==> src/rtl/fcvt_int_post.sv <==
// Iterative fp->int conversion back end: serial mantissa shift, RISC-V rounding, saturation.
// Optional FCVTMOD.W.D support is compiled in with FCVT_INT_POST_FCVTMOD_EN.
module fcvt_int_post #(
    parameter int unsigned XLEN   = 64,
    parameter int unsigned NE     = 11,
    parameter int unsigned CVTLEN = 64,
    parameter int unsigned STEP   = 8
) (
    input  logic              clk,
    input  logic              reset,
    input  logic              FlushE,
    input  logic              InValid,
    output logic              InReady,
    input  logic              Cs,
    input  logic [NE:0]       Ce,
    input  logic [CVTLEN-1:0] LzcIn,
    input  logic              XZero,
    input  logic              XNaN,
    input  logic              XInf,
    input  logic              Int64,
    input  logic              Signed,
    input  logic [2:0]        Frm,
    input  logic              Mod,
    output logic              OutValid,
    input  logic              OutReady,
    output logic [XLEN-1:0]   Res,
    output logic              FlgNV,
    output logic              FlgNX
);

    localparam int unsigned IW = XLEN + 33;
    localparam int unsigned WW = CVTLEN + IW;
`ifdef FCVT_INT_POST_FCVTMOD_EN
    localparam int unsigned NMax = XLEN + 33;
`else
    localparam int unsigned NMax = XLEN + 1;
`endif
    localparam int unsigned CW = $clog2(XLEN + 34);

    localparam logic [IW:0] One    = (IW+1)'(1);
    localparam logic [IW:0] P31    = One << 31;
    localparam logic [IW:0] P32    = One << 32;
    localparam logic [IW:0] P63    = One << 63;
    localparam logic [IW:0] P64    = One << 64;
    localparam logic [IW:0] SMax32 = P31 - One;
    localparam logic [IW:0] SMax64 = P63 - One;
    localparam logic [IW:0] UMax32 = P32 - One;
    localparam logic [IW:0] UMax64 = P64 - One;

    typedef enum logic [1:0] {StIdle, StShift, StRound, StDone} state_e;

    state_e            state_q, state_d;
    logic [CW-1:0]     rem_q, rem_d;
    logic [WW-1:0]     w_q, w_d;
    logic              cs_q, xzero_q, xnan_q, xinf_q, int64_q, signed_q;
    logic [NE:0]       ce_q;
    logic [2:0]        frm_q;
    logic [XLEN-1:0]   res_q, res_d;
    logic              nv_q, nv_d, nx_q, nx_d;

    logic [CW-1:0]     n_in, amt;
    logic              accept;

    assign accept   = InValid & (state_q == StIdle);
    assign InReady  = (state_q == StIdle);
    assign OutValid = (state_q == StDone);
    assign Res      = res_q;
    assign FlgNV    = nv_q;
    assign FlgNX    = nx_q;

    always_comb begin
        if (Ce[NE]) begin
            n_in = '0;
        end else if (Ce > (NE+1)'(NMax)) begin
            n_in = CW'(NMax);
        end else begin
            n_in = Ce[CW-1:0];
        end
    end

    assign amt = (rem_q > CW'(STEP)) ? CW'(STEP) : rem_q;

    always_comb begin
        state_d = state_q;
        rem_d   = rem_q;
        w_d     = w_q;
        case (state_q)
            StIdle: begin
                if (InValid) begin
                    w_d     = {{IW{1'b0}}, LzcIn};
                    rem_d   = n_in;
                    state_d = (n_in == '0) ? StRound : StShift;
                end
            end
            StShift: begin
                w_d   = w_q << amt;
                rem_d = rem_q - amt;
                if (rem_d == '0) begin
                    state_d = StRound;
                end
            end
            StRound: state_d = StDone;
            StDone: begin
                if (OutReady) begin
                    state_d = StIdle;
                end
            end
            default: state_d = StIdle;
        endcase
    end

    // Rounding and range check, evaluated while in StRound.
    logic [IW-1:0] int_mag;
    logic [IW:0]   mag, lim_pos, lim_neg;
    logic [63:0]   val, sat_hi, sat_lo, raw, ext;
    logic          ce_neg, guard, sticky, inc, is64, use64, ce_big, in_range;

    assign int_mag = w_q[WW-1:CVTLEN];
    assign ce_neg  = ce_q[NE];
    assign guard   = ce_neg ? 1'b0 : w_q[CVTLEN-1];
    assign sticky  = ce_neg ? ~xzero_q : |w_q[CVTLEN-2:0];
    assign is64    = int64_q & (XLEN == 64);

    always_comb begin
        case (frm_q)
            3'b000:  inc = guard & (sticky | int_mag[0]);
            3'b010:  inc = cs_q & (guard | sticky);
            3'b011:  inc = ~cs_q & (guard | sticky);
            3'b100:  inc = guard;
            default: inc = 1'b0;
        endcase
    end

    assign mag      = {1'b0, int_mag} + {{IW{1'b0}}, inc};
    assign lim_pos  = signed_q ? (is64 ? SMax64 : SMax32) : (is64 ? UMax64 : UMax32);
    assign lim_neg  = signed_q ? (is64 ? P63 : P31) : '0;
    assign ce_big   = ~ce_neg & (ce_q > (is64 ? (NE+1)'(65) : (NE+1)'(33)));
    assign in_range = ~ce_big & (cs_q ? (mag <= lim_neg) : (mag <= lim_pos));
    assign val      = cs_q ? -mag[63:0] : mag[63:0];
    assign sat_hi   = signed_q ? (is64 ? 64'h7FFF_FFFF_FFFF_FFFF : 64'h0000_0000_7FFF_FFFF)
                               : 64'hFFFF_FFFF_FFFF_FFFF;
    assign sat_lo   = signed_q ? (is64 ? 64'h8000_0000_0000_0000 : 64'h0000_0000_8000_0000)
                               : 64'h0;

`ifdef FCVT_INT_POST_FCVTMOD_EN
    logic        mod_q, ce_over, ce_mod_big, mod_in32;
    logic [31:0] mod_tv, mod_lo;

    // Exact truncated value modulo 2^32; beyond the shift cap the low bits are all zero.
    assign ce_over    = ~ce_neg & (ce_q > (NE+1)'(NMax));
    assign ce_mod_big = ~ce_neg & (ce_q > (NE+1)'(33));
    assign mod_tv     = cs_q ? -int_mag[31:0] : int_mag[31:0];
    assign mod_lo     = ce_over ? 32'h0 : mod_tv;
    assign mod_in32   = ~ce_mod_big & (cs_q ? ({1'b0, int_mag} <= P31)
                                            : ({1'b0, int_mag} < P31));
`else
    logic unused_mod;
    assign unused_mod = Mod;
`endif

    always_comb begin
        raw   = '0;
        nv_d  = 1'b0;
        nx_d  = 1'b0;
        use64 = is64;
        if (xnan_q) begin
            raw  = sat_hi;
            nv_d = 1'b1;
        end else if (xinf_q) begin
            raw  = cs_q ? sat_lo : sat_hi;
            nv_d = 1'b1;
        end else if (xzero_q) begin
            raw = '0;
        end else if (!in_range) begin
            raw  = cs_q ? sat_lo : sat_hi;
            nv_d = 1'b1;
        end else begin
            raw  = val;
            nx_d = guard | sticky;
        end
`ifdef FCVT_INT_POST_FCVTMOD_EN
        if (mod_q) begin
            use64 = 1'b0;
            if (xnan_q | xinf_q) begin
                raw  = '0;
                nv_d = 1'b1;
                nx_d = 1'b0;
            end else begin
                raw  = {32'h0, mod_lo};
                nv_d = ~mod_in32;
                nx_d = mod_in32 & (guard | sticky);
            end
        end
`endif
        ext   = use64 ? raw : {{32{raw[31]}}, raw[31:0]};
        res_d = ext[XLEN-1:0];
    end

    always_ff @(posedge clk) begin
        if (reset || FlushE) begin
            state_q  <= StIdle;
            rem_q    <= '0;
            w_q      <= '0;
            cs_q     <= 1'b0;
            ce_q     <= '0;
            xzero_q  <= 1'b0;
            xnan_q   <= 1'b0;
            xinf_q   <= 1'b0;
            int64_q  <= 1'b0;
            signed_q <= 1'b0;
            frm_q    <= '0;
            res_q    <= '0;
            nv_q     <= 1'b0;
            nx_q     <= 1'b0;
`ifdef FCVT_INT_POST_FCVTMOD_EN
            mod_q    <= 1'b0;
`endif
        end else begin
            state_q <= state_d;
            rem_q   <= rem_d;
            w_q     <= w_d;
            if (accept) begin
                cs_q     <= Cs;
                ce_q     <= Ce;
                xzero_q  <= XZero;
                xnan_q   <= XNaN;
                xinf_q   <= XInf;
                int64_q  <= Int64;
                signed_q <= Signed;
                frm_q    <= Frm;
`ifdef FCVT_INT_POST_FCVTMOD_EN
                mod_q    <= Mod;
`endif
            end
            if (state_q == StRound) begin
                res_q <= res_d;
                nv_q  <= nv_d;
                nx_q  <= nx_d;
            end
        end
    end

endmodule

==> config.mk <==
export PLATFORM = sky130hd
export DESIGN_NAME = fcvt_int_post
export DESIGN_NICKNAME = d
export VERILOG_FILES = /design/src/rtl/fcvt_int_post.sv
export SDC_FILE = /design/constraint.sdc
export NUM_CORES = 1
export LEC_CHECK = 0
export BUFFER_PORTS_ARGS = -buffer_cell sky130_fd_sc_hd__clkbuf_2
export CAP_MARGIN = 20
export CORE_AREA = 2 2 217 219
export DETAILED_ROUTE_END_ITERATION = 10
export DIE_AREA = 0 0 219 221
export PLACE_DENSITY_LB_ADDON = 0.3
export RECOVER_POWER = 50
export SYNTH_ARGS = -nofsm -noshare
export SYNTH_HDL_FRONTEND = slang
export SYNTH_SLANG_ARGS = --single-unit
==> constraint.sdc <==
create_clock -name clk -period 10.9 [get_ports clk]
set_input_delay 0.545 -clock clk [delete_from_list [all_inputs] [get_ports clk]]
set_output_delay 0.545 -clock clk [all_outputs]
set_load 0.02 [all_outputs]
Word-level counts from Yosys, hierarchy flattened:

Cells that the tools add are included.

* bitwise operators: 12
* shifts and indexed selects: 1
* multiplexer cells: 41
* reduce and logical (&&, ||, !) cells: 9
* $add $sub $neg: 3
* eq/ne operators: 9
* magnitude comparators: 5

Operators by type and width (count)
* two-way mux 64 bit: 14
* case mux 161 bit (2 select lines): 1
* <= comparator 98 x 64 -> 1 bit: 2
* two-way mux 161 bit: 1
* << shifter 161 x 7 -> 161 bit: 1
* two-way mux 63 bit: 2
* adder 97 x 1 -> 98 bit: 1
* negator 64 bit: 1
* OR reduction 63 bit: 1
* two-way mux 7 bit: 5
* logical NOT 7 bit: 2
* case mux 7 bit (2 select lines): 1
* greater-than comparator 12 x 7 -> 1 bit: 1
* greater-than comparator 12 x 7 -> 1 bit, second input constant: 1
* two-way mux 1 bit: 11
* two-way mux 2 bit: 4
* case mux 2 bit (4 select lines): 1
* greater-than comparator 7 x 4 -> 1 bit, second input constant: 1
* subtractor 7 bit: 1
* bitwise AND 1 bit: 6
* equality test 3 x 2 -> 1 bit, second input constant: 2
* equality test 2 bit, second input constant: 2
* != test 2 bit, second input constant: 2
* NOT 1 bit: 4
* 11 further kinds: 12

* register bits after elaboration: 257
* logic and storage cells: 94

Longest topological paths before layout:

Gate-level depths: netlist of the first run.

* depth in word-level cells: 14
* depth in mapped cells: 30
* mapped depth without buffers: 28

Least setup slack after synthesis of the first run:

No wires, ideal clock.

* path kind: register to register
* start: register cs_q
* end: register res_q[44] (netlist: Res[44])
* required time: 10.783 ns
* arrival: 6.347 ns
* path slack: 4.436 ns
* setup time: 0.117 ns
* buffers on the path: 5
* clock period less this slack: 6.464 ns
* stages on the path, launching flop included: 30
* path through: dfxtp_1 -> clkbuf_1 -> clkbuf_1 -> clkbuf_1 -> xnor2_1 -> nor3b_1 -> a21oi_1 -> nor2_1 -> ha_1 -> ha_1 -> nand3_1 -> nor3_4 -> and4_1 -> clkbuf_1 -> and2_1 -> xnor2_1 -> inv_1 -> ha_1 -> nand4_1 -> nor2_1 -> nand3_1 -> or4_1 -> nor4_1 -> nand4_1 -> o21ai_1 -> nand4_2 -> o311ai_2 -> a31oi_2 -> buf_2 -> a22o_1

* longest elaborated chain between the ends: 12
* elaborated cells on any way between the ends: 17

Ends and longest elaborated chain
* start: declaration: line 55 `logic cs_q, xzero_q, xnan_q, xinf_q, int64_q, signed_q;`
* start signal: assignment: line 223 `cs_q <= Cs;`
* NOT 1 bit: line 128 `3'b011: inc = ~cs_q & (guard | sticky);`
* bitwise AND 1 bit: line 128
* case mux 1 bit (4 select lines): line 125 `case (frm_q)`
* adder 97 x 1 -> 98 bit: line 134 `assign mag = {1'b0, int_mag} + {{IW{1'b0}}, inc};`
* <= comparator 98 x 64 -> 1 bit: line 138 `assign in_range = ~ce_big & (cs_q ? (mag <= lim_neg) : (mag <= lim_pos));`
* two-way mux 1 bit: line 138
* bitwise AND 1 bit: line 138
* two-way mux 64 bit: line 174 `end else if (!in_range) begin`
* two-way mux 64 bit: line 172 `end else if (xzero_q) begin`
* two-way mux 64 bit (*): line 169 `end else if (xinf_q) begin`
* two-way mux 64 bit (*): line 166 `if (xnan_q) begin`
* two-way mux 64 bit (*): line 195 `ext = use64 ? raw : {{32{raw[31]}}, raw[31:0]};`
* end signal: assignment: line 236 `res_q <= res_d;`
* end: declaration: line 58 `logic [XLEN-1:0] res_q, res_d;`

Every way passes the cells marked *; elsewhere a longest branch is shown, timed or not.
A chain may end at the register's enable or synchronous reset.

Worst setup path in the final report of the first run:

* start: register w_q[53]
* end: register res_q[26] (netlist: Res[26])

* longest elaborated chain between the ends: 14
* elaborated cells on any way between the ends: 20

Ends and longest elaborated chain
* start: declaration: line 54 `logic [WW-1:0] w_q, w_d;`
* start signal: assignment: line 221 `w_q <= w_d;`
* OR reduction 63 bit (*): line 121 `assign sticky = ce_neg ? ~xzero_q : |w_q[CVTLEN-2:0];`
* two-way mux 1 bit (*): line 121
* OR 1 bit (on tied branches): line 127, 128, 126
* bitwise AND 1 bit (on tied branches): line 128, 126, 127
* case mux 1 bit (4 select lines) (*): line 125
* adder 97 x 1 -> 98 bit (*): line 134
* <= comparator 98 x 64 -> 1 bit: line 138
* two-way mux 1 bit: line 138
* bitwise AND 1 bit: line 138
* two-way mux 64 bit (*): line 174
* two-way mux 64 bit (*): line 172
* two-way mux 64 bit (*): line 169
* two-way mux 64 bit (*): line 166
* two-way mux 64 bit (*): line 195

Marked as above.

==> summary.txt, run 1 <==
Global route
  • Global-route wire length before repair: 117,000 µm
  • GRT Total Usage: 29.1%
  • Initial antenna violation count: 0
  • Vias in the first global route: 21,600
  • Total grt overflow: 0
  • Largest net degree at the start of global routing: 304

Clock tree
  • Post-CTS Repair Setup Buffers: 0
  • Clk pin slew, worst setup/hold paths: 0.07 ns
  • Post_cts resized: 0
  • Hold buffers post-CTS: 0
  • Bufs on Longest Clock Path: 3
  • CTS tree: built
  • H-Tree Level Count: 1
  • CTS Buf Count: 31
  • Clk_lat worst skew: 0.61 ns
  • Clock root cell: clkbuf_16
  • CTS Sinks: 257

Placement
  • I/O Buffers: 157
  • Placed wire-length estimate: 51,900 µm
  • Placed cell area: 23,500 µm²
  • GPL Wtd Cong: 0.965

Power and ir drop
  • Switching portion of total power: 31.0%
  • PD cells: 107 nW/µm²
  • Pleak: 0.00947 µW
  • Psw: 811 µW
  • Sequential power share: 37.9%
  • Combinational share of power: 17.8%
  • Internal: 1810 µW
  • Clock Power Share: 44.3%
  • Max VDD drop: 139 µV

Drt
  • # DRC: 0
  • DR iter-0 viols: 2,134
  • Routed Antenna Nets: 0
  • DR WL/cell: 20.3 µm
  • Drt first pass iters: 6
  • Via density: 6.42
  • Total Wirelength: 73,600 µm
  • Total number of vias: 23,300

Floorplanning
  • Die Wd: 219 µm
  • Die area: 48,400 µm²
  • Top Ports: 159
  • Core ar.: 46,100 µm²
  • Die Span Y: 221 µm
  • Initial core utilization: 49.5%
  • Num rows: 79

Setup path
  • Setup CP Type: register to register
  • CP max-delay cell: nor4_1
  • Crit end category: register
  • Worst EP required: 11.32 ns
  • Slowest stage delay, CP: 0.64 ns
  • Startpoint types: register
  • Arr. time, crit path: 9.42 ns
  • Crit-path max FO: 36
  • Cell repeated most along the worst path: a21oi_1

Timing
  • Final Cycle Share: 82.5%
  • Max-slew violation count: 242
  • Unrepaired setup endpoints after global routing: no
  • Peak Freq: 0.111 GHz
  • Clock Skew: 0.0204 ns
  • Worst slew pin tran: 3.82 ns
  • Max transition margin: -155%
  • Tmin final: 9.00 ns
  • Endpoints failing hold: 0
  • Total negative slack: 0 ns
  • Setup violators final: 0

Synthesis
  • Synth Instances: 3,073
  • Top FF cell, synth: dfxtp_1
  • #FFs+latches synth: 257
  • Post-synth ARST share: 0%
  • Synth Cell Area: 22,800 µm²
  • Number of synthesized flops with an enable pin: 0
  • Yosys cell types: 92
  • Avg Cell Area, Syn: 7.42 µm²
  • Synthesized net count: 3,210
  • Ys Warns: 0
  • Seq/Total Area, Yosys: 22.6%

Min path
  • Hold Path Class: input port to register

Final layout
  • Share of layout cells above drive strength 1: 7.81%
  • Post-route design area: 24,600 µm²
  • # fillers: 4,514
  • Ant. Diodes: 0
  • Area used by multi-input combinational logic: 16,300 µm²
  • Area grow syn2layout: 7.81%
  • Layout Nets: 3,134
  • Sequential Area: 5150 µm²

Outcome
  • Failing checks: capacitance limit, slew limit
  • Status: complete, but fails checks

Flow run
  • Max Cap Violations: 4
[state kept, by name (all words and copies together) (netlist names)]
signal	cells
xinf_q	1
state_q	2
Res	64
FlgNX	1
xzero_q	1
signed_q	1
rem_q	7
int64_q	1
FlgNV	1
ce_q	12
w_q	161
frm_q	3
xnan_q	1
cs_q	1
[power groups by stage]
stage	sequential, µW	combinational [µW]	clock (µW)
finish	994	466	1160
detailed placement	1010	451	0
global route	995	508	1210
global placement	1010	443	0
floorplan	1000	331	0
CTS	992	454	1180
[cell usage in the layout (no fill, tap or decap), types with 12 or more instances in the layout]
cell and instances:
or2_2 13, a31oi_1 12, buf_4 23, mux2i_1 460, nor4_1 67, and3_1 27, clkbuf_16 31, nand4_1 68
nand3_1 94, or3_1 20, nor2_1 446, a22o_1 12, a21o_1 20, a21oi_1 294, o21ai_0 132, nor3_1 64
clkbuf_1 75, xor2_1 37, clkbuf_2 88, dfxtp_1 255, xnor2_1 70, nand2_1 164, ha_1 46, o31ai_1 12
inv_1 52, a211oi_1 219
[stage by stage]
stage          power (µW)  std cells  setup slack, ns  hold WS, ns  utilization, %
4_1_cts              2620       3626             2.25        0.140            53.4
2_1_floorplan        1340       3073             4.44        0.436               -
5_1_grt              2710       3629             1.67        0.173            53.4
3_3_place_gp         1450       3568             2.44        0.437            50.9
6_report             2620       3629             1.90        0.154            53.4
3_5_place_dp         1460       3568             2.40        0.446            50.9
[synthesized netlist by cell type (6+ instances only)]
cell type	n	area, µm²
nand2_1	166	623
inv_1	53	199
mux2i_1	460	4600
buf_1	49	184
a21oi_1	294	1470
o221ai_1	6	52.6
or4_1	9	67.6
a21o_1	20	150
xnor2_1	70	613
a31oi_1	12	75.1
o41ai_1	6	52.6
o21ai_0	133	666
nor2_1	449	1690
nand2b_1	8	50.1
or3_1	20	125
and2_1	9	56.3
xor2_1	37	324
o211ai_1	9	67.6
nand3_1	94	470
a211oi_1	219	1640
buf_2	33	165
o31ai_1	12	90.1
nand4_1	68	425
and4_1	8	70.1
nor3_1	64	320
nor4_1	68	425
o21a_1	10	75.1
mux2_2	6	67.6
and3_1	27	169
dfxtp_1	257	5140
or2_2	14	87.6
a22o_1	12	105
ha_1	46	576
clkbuf_1	210	788
[kinds of logic after synthesis]
family	after synthesis	share of synthesized area, %
adder cells (fa/ha/maj)	46	2.52
XOR/XNOR	107	4.11
multiplexers	466	20.5
AO/OA/AOI/OAI	795	22.0
other	1	0.0164
flip-flops	257	22.6
AND/OR/NAND/NOR	1049	22.3
buffers and inverters	352	6.06
[path summary, 6_finish.rpt]
path | from | endpoint | slack [ns] | depth (start not counted)
setup reg to reg | w_q[53] | Res[26] | 1.90 | 29
hold / removal | Int64 | int64_q | 0.15 | 3
hold reg to reg | Res[35] | Res[35] | 0.45 | 2
setup / recovery | w_q[53] | Res[26] | 1.90 | 29
[critical path, delay by kind of cell (launching register included)]
family | cells | cell delay [ns]
AND/OR/NAND/NOR | 18 | 5.41
AO/OA/AOI/OAI | 6 | 1.25
adder cells (fa/ha/maj) | 2 | 0.65
buffers and inverters | 2 | 0.63
XOR/XNOR | 1 | 0.48
flip-flops | 1 | 0.36
[layout make-up]
class | instances | share of cell area [%]
Clock buffer | 36 | 3.35
Clock inverter | 22 | 1.32
Timing Repair Buffer | 188 | 4.03
Multi-Input combinational cell | 2464 | 66.4
Inverter | 55 | 0.845
Sequential cell | 257 | 21.0
Tap cell | 607 | 3.09
[per-layer routing]
layer	track usage, %	part of all wire [%]
met4	8.94	2.9
met5	0	0
met3	4.18	7.3
met2	45.9	45
met1	40.8	44
(Power assumes the default switching activity.)
==> run 2, diff against run 1 <==
==> constraint.sdc (replaced) <==
create_clock -name clk -period 7.37 [get_ports clk]
set_input_delay 0.3685 -clock clk [delete_from_list [all_inputs] [get_ports clk]]
set_output_delay 0.3685 -clock clk [all_outputs]
set_load 0.02 [all_outputs]
==> run 2 against run 1 <==
Net effect:
- the run still ends with capacitance limit, slew limit left
- setup slack worse by 1.6 ns
- clock power up 43%
- cell area up 3.9%
- critical endpoint is now Res[9]
- largest power group unchanged
==> summary.txt, run 2 (synthesized netlist as in run 1, its figures left out) <==
Outcome
  • Status: complete, but fails checks
  • Failing checks: capacitance limit, slew limit

Setup path
  • Crit-path max FO: 15
  • Worst EP required: 7.81 ns
  • CP max-delay cell: or4_1
  • Setup CP Type: register to register
  • Worst reg2reg startpoint: w_q[53]
  • Crit end category: register
  • Arr. time, crit path: 7.49 ns
  • Slowest stage delay, CP: 0.56 ns
  • Critical Path Start: w_q[53]
  • Startpoint types: register

Power and ir drop
  • Power Total: 3880 µW
  • Pleak: 0.0101 µW
  • Psw: 1180 µW
  • Clock Power Share: 42.8%
  • Sequential power share: 37.6%
  • Internal: 2690 µW
  • Switching portion of total power: 30.5%
  • Max VDD drop: 228 µV
  • PD cells: 152 nW/µm²
  • Combinational share of power: 19.7%

Global route
  • Largest net degree at the start of global routing: 129
  • Initial antenna violation count: 2
  • Global-route wire length before repair: 119,000 µm
  • Vias in the first global route: 22,100
  • Total grt overflow: 0
  • GRT Total Usage: 29.6%

Clock tree
  • Post-CTS Repair Setup Buffers: 0
  • Bufs on Longest Clock Path: 3
  • Clk pin slew, worst setup/hold paths: 0.06 ns
  • CTS tree: built
  • Clock root cell: clkbuf_16
  • H-Tree Level Count: 1
  • Clk_lat worst skew: 0.62 ns
  • CTS Buf Count: 30
  • CTS Sinks: 257

Final layout
  • Layout Nets: 3,255
  • Area grow syn2layout: 12.0%
  • Max reg flops: 161
  • # fillers: 4,416
  • Commonest non-fill, non-tap cells in the layout: mux2i_1, nor2_1, a21oi_1, dfxtp_1, a211oi_1
  • Ant. Diodes: 0
  • Most common cell after layout, fill and taps aside: mux2i_1
  • Share of layout cells above drive strength 1: 11.3%
  • Reg with most FFs: w_q

Floorplanning
  • Die Span Y: 221 µm
  • Die Wd: 219 µm
  • Core ar.: 46,100 µm²
  • Top Ports: 159
  • Die area: 48,400 µm²
  • Num rows: 79
  • Initial core utilization: 49.5%

Drt
  • # DRC: 0
  • Drt first pass iters: 6
  • Total number of vias: 23,700
  • DR WL/cell: 20.1 µm
  • DR iter-0 viols: 2,092
  • Routed Antenna Nets: 0
  • Via density: 6.33
  • Total Wirelength: 75,300 µm

Placement
  • Setup WS pre-CTS: 0.172 ns
  • I/O Buffers: 157
  • GPL Wtd Cong: 0.948
  • Placed wire-length estimate: 54,000 µm

Timing
  • Final Cycle Share: 95.7%
  • Unrepaired setup endpoints after global routing: no
  • Peak Freq: 0.142 GHz
  • Tmin final: 7.05 ns
  • Max transition margin: -120%
  • Clock Skew: 0.0283 ns
  • Final worst slack: 0.317 ns
  • Total negative slack: 0 ns
  • Worst slew pin tran: 3.29 ns
  • Max-slew violation count: 334
  • Endpoints failing hold: 0
  • Setup violators final: 0

Min path
  • Hold Path Class: input port to register
  • Hold path startpoint: Ce[0]

Flow run
  • Max Cap Violations: 5
## run 2: layout make-up
cell class | instances | area, µm² | share of cell area [%]
multi-input cells | 2464 | 16400 | 64.2
inverters | 55 | 208 | 0.813
clock buffers | 38 | 821 | 3.21
repair buffers | 310 | 1940 | 7.58
flip-flops and latches | 257 | 5150 | 20.2
well taps | 607 | 759 | 2.97
clock inverters | 17 | 275 | 1.08
## run 2: layer usage
layer | vias up | part of all wire [%] | track usage [%]
met5 | - | 0.012 | 0
met4 | 2 | 3.0 | 8.74
met3 | 149 | 6.9 | 3.27
met2 | 974 | 46 | 47.7
met1 | 11200 | 44 | 41.3
li1 | 11400 | - | -
## run 2: worst max-delay path, delay by kind of cell (launching register included)
family,cells,cell delay (ns)
buffers and inverters,6,0.99
flip-flops,1,0.31
AND/OR/NAND/NOR,17,3.80
adder cells (fa/ha/maj),3,0.74
XOR/XNOR,1,0.27
AO/OA/AOI/OAI,6,0.73
## run 2: what timing repair did
action                     CTS  global route
hold endpoints to repair    11             0
setup endpoints to repair    0            66
hold buffers                11             0
gates resized for setup      0            20
## run 2: final timing paths
check	endpoint	slack [ns]	depth (start not counted)
max	Res[9]	0.32	33
max reg2reg	Res[9]	0.32	33
min reg2reg	ce_q[8]	0.46	2
min	ce_q[0]	0.03	3
## run 2: power groups by stage
| stage | logic (µW) | registers [µW] | clock network (µW) |
|---|---|---|---|
| 2_1_floorplan | 489 | 1490 | 0 |
| 3_3_place_gp | 717 | 1480 | 0 |
| 3_5_place_dp | 732 | 1490 | 0 |
| 4_1_cts | 741 | 1450 | 1680 |
| 5_1_grt | 830 | 1460 | 1730 |
| 6_report | 763 | 1460 | 1660 |
## run 2: per-stage QoR
step / hold slack [ns] / instance area [µm²] / std cells / utilization (%)
after floorplan: 0.436 / 22800 / 3073 / -
after global placement: 0.442 / 24300 / 3677 / 52.7
after detailed placement: 0.453 / 24300 / 3678 / 52.8
after CTS: 0.0134 / 25500 / 3744 / 55.4
after global routing: 0.0380 / 25500 / 3748 / 55.5
final: 0.0296 / 25500 / 3748 / 55.5
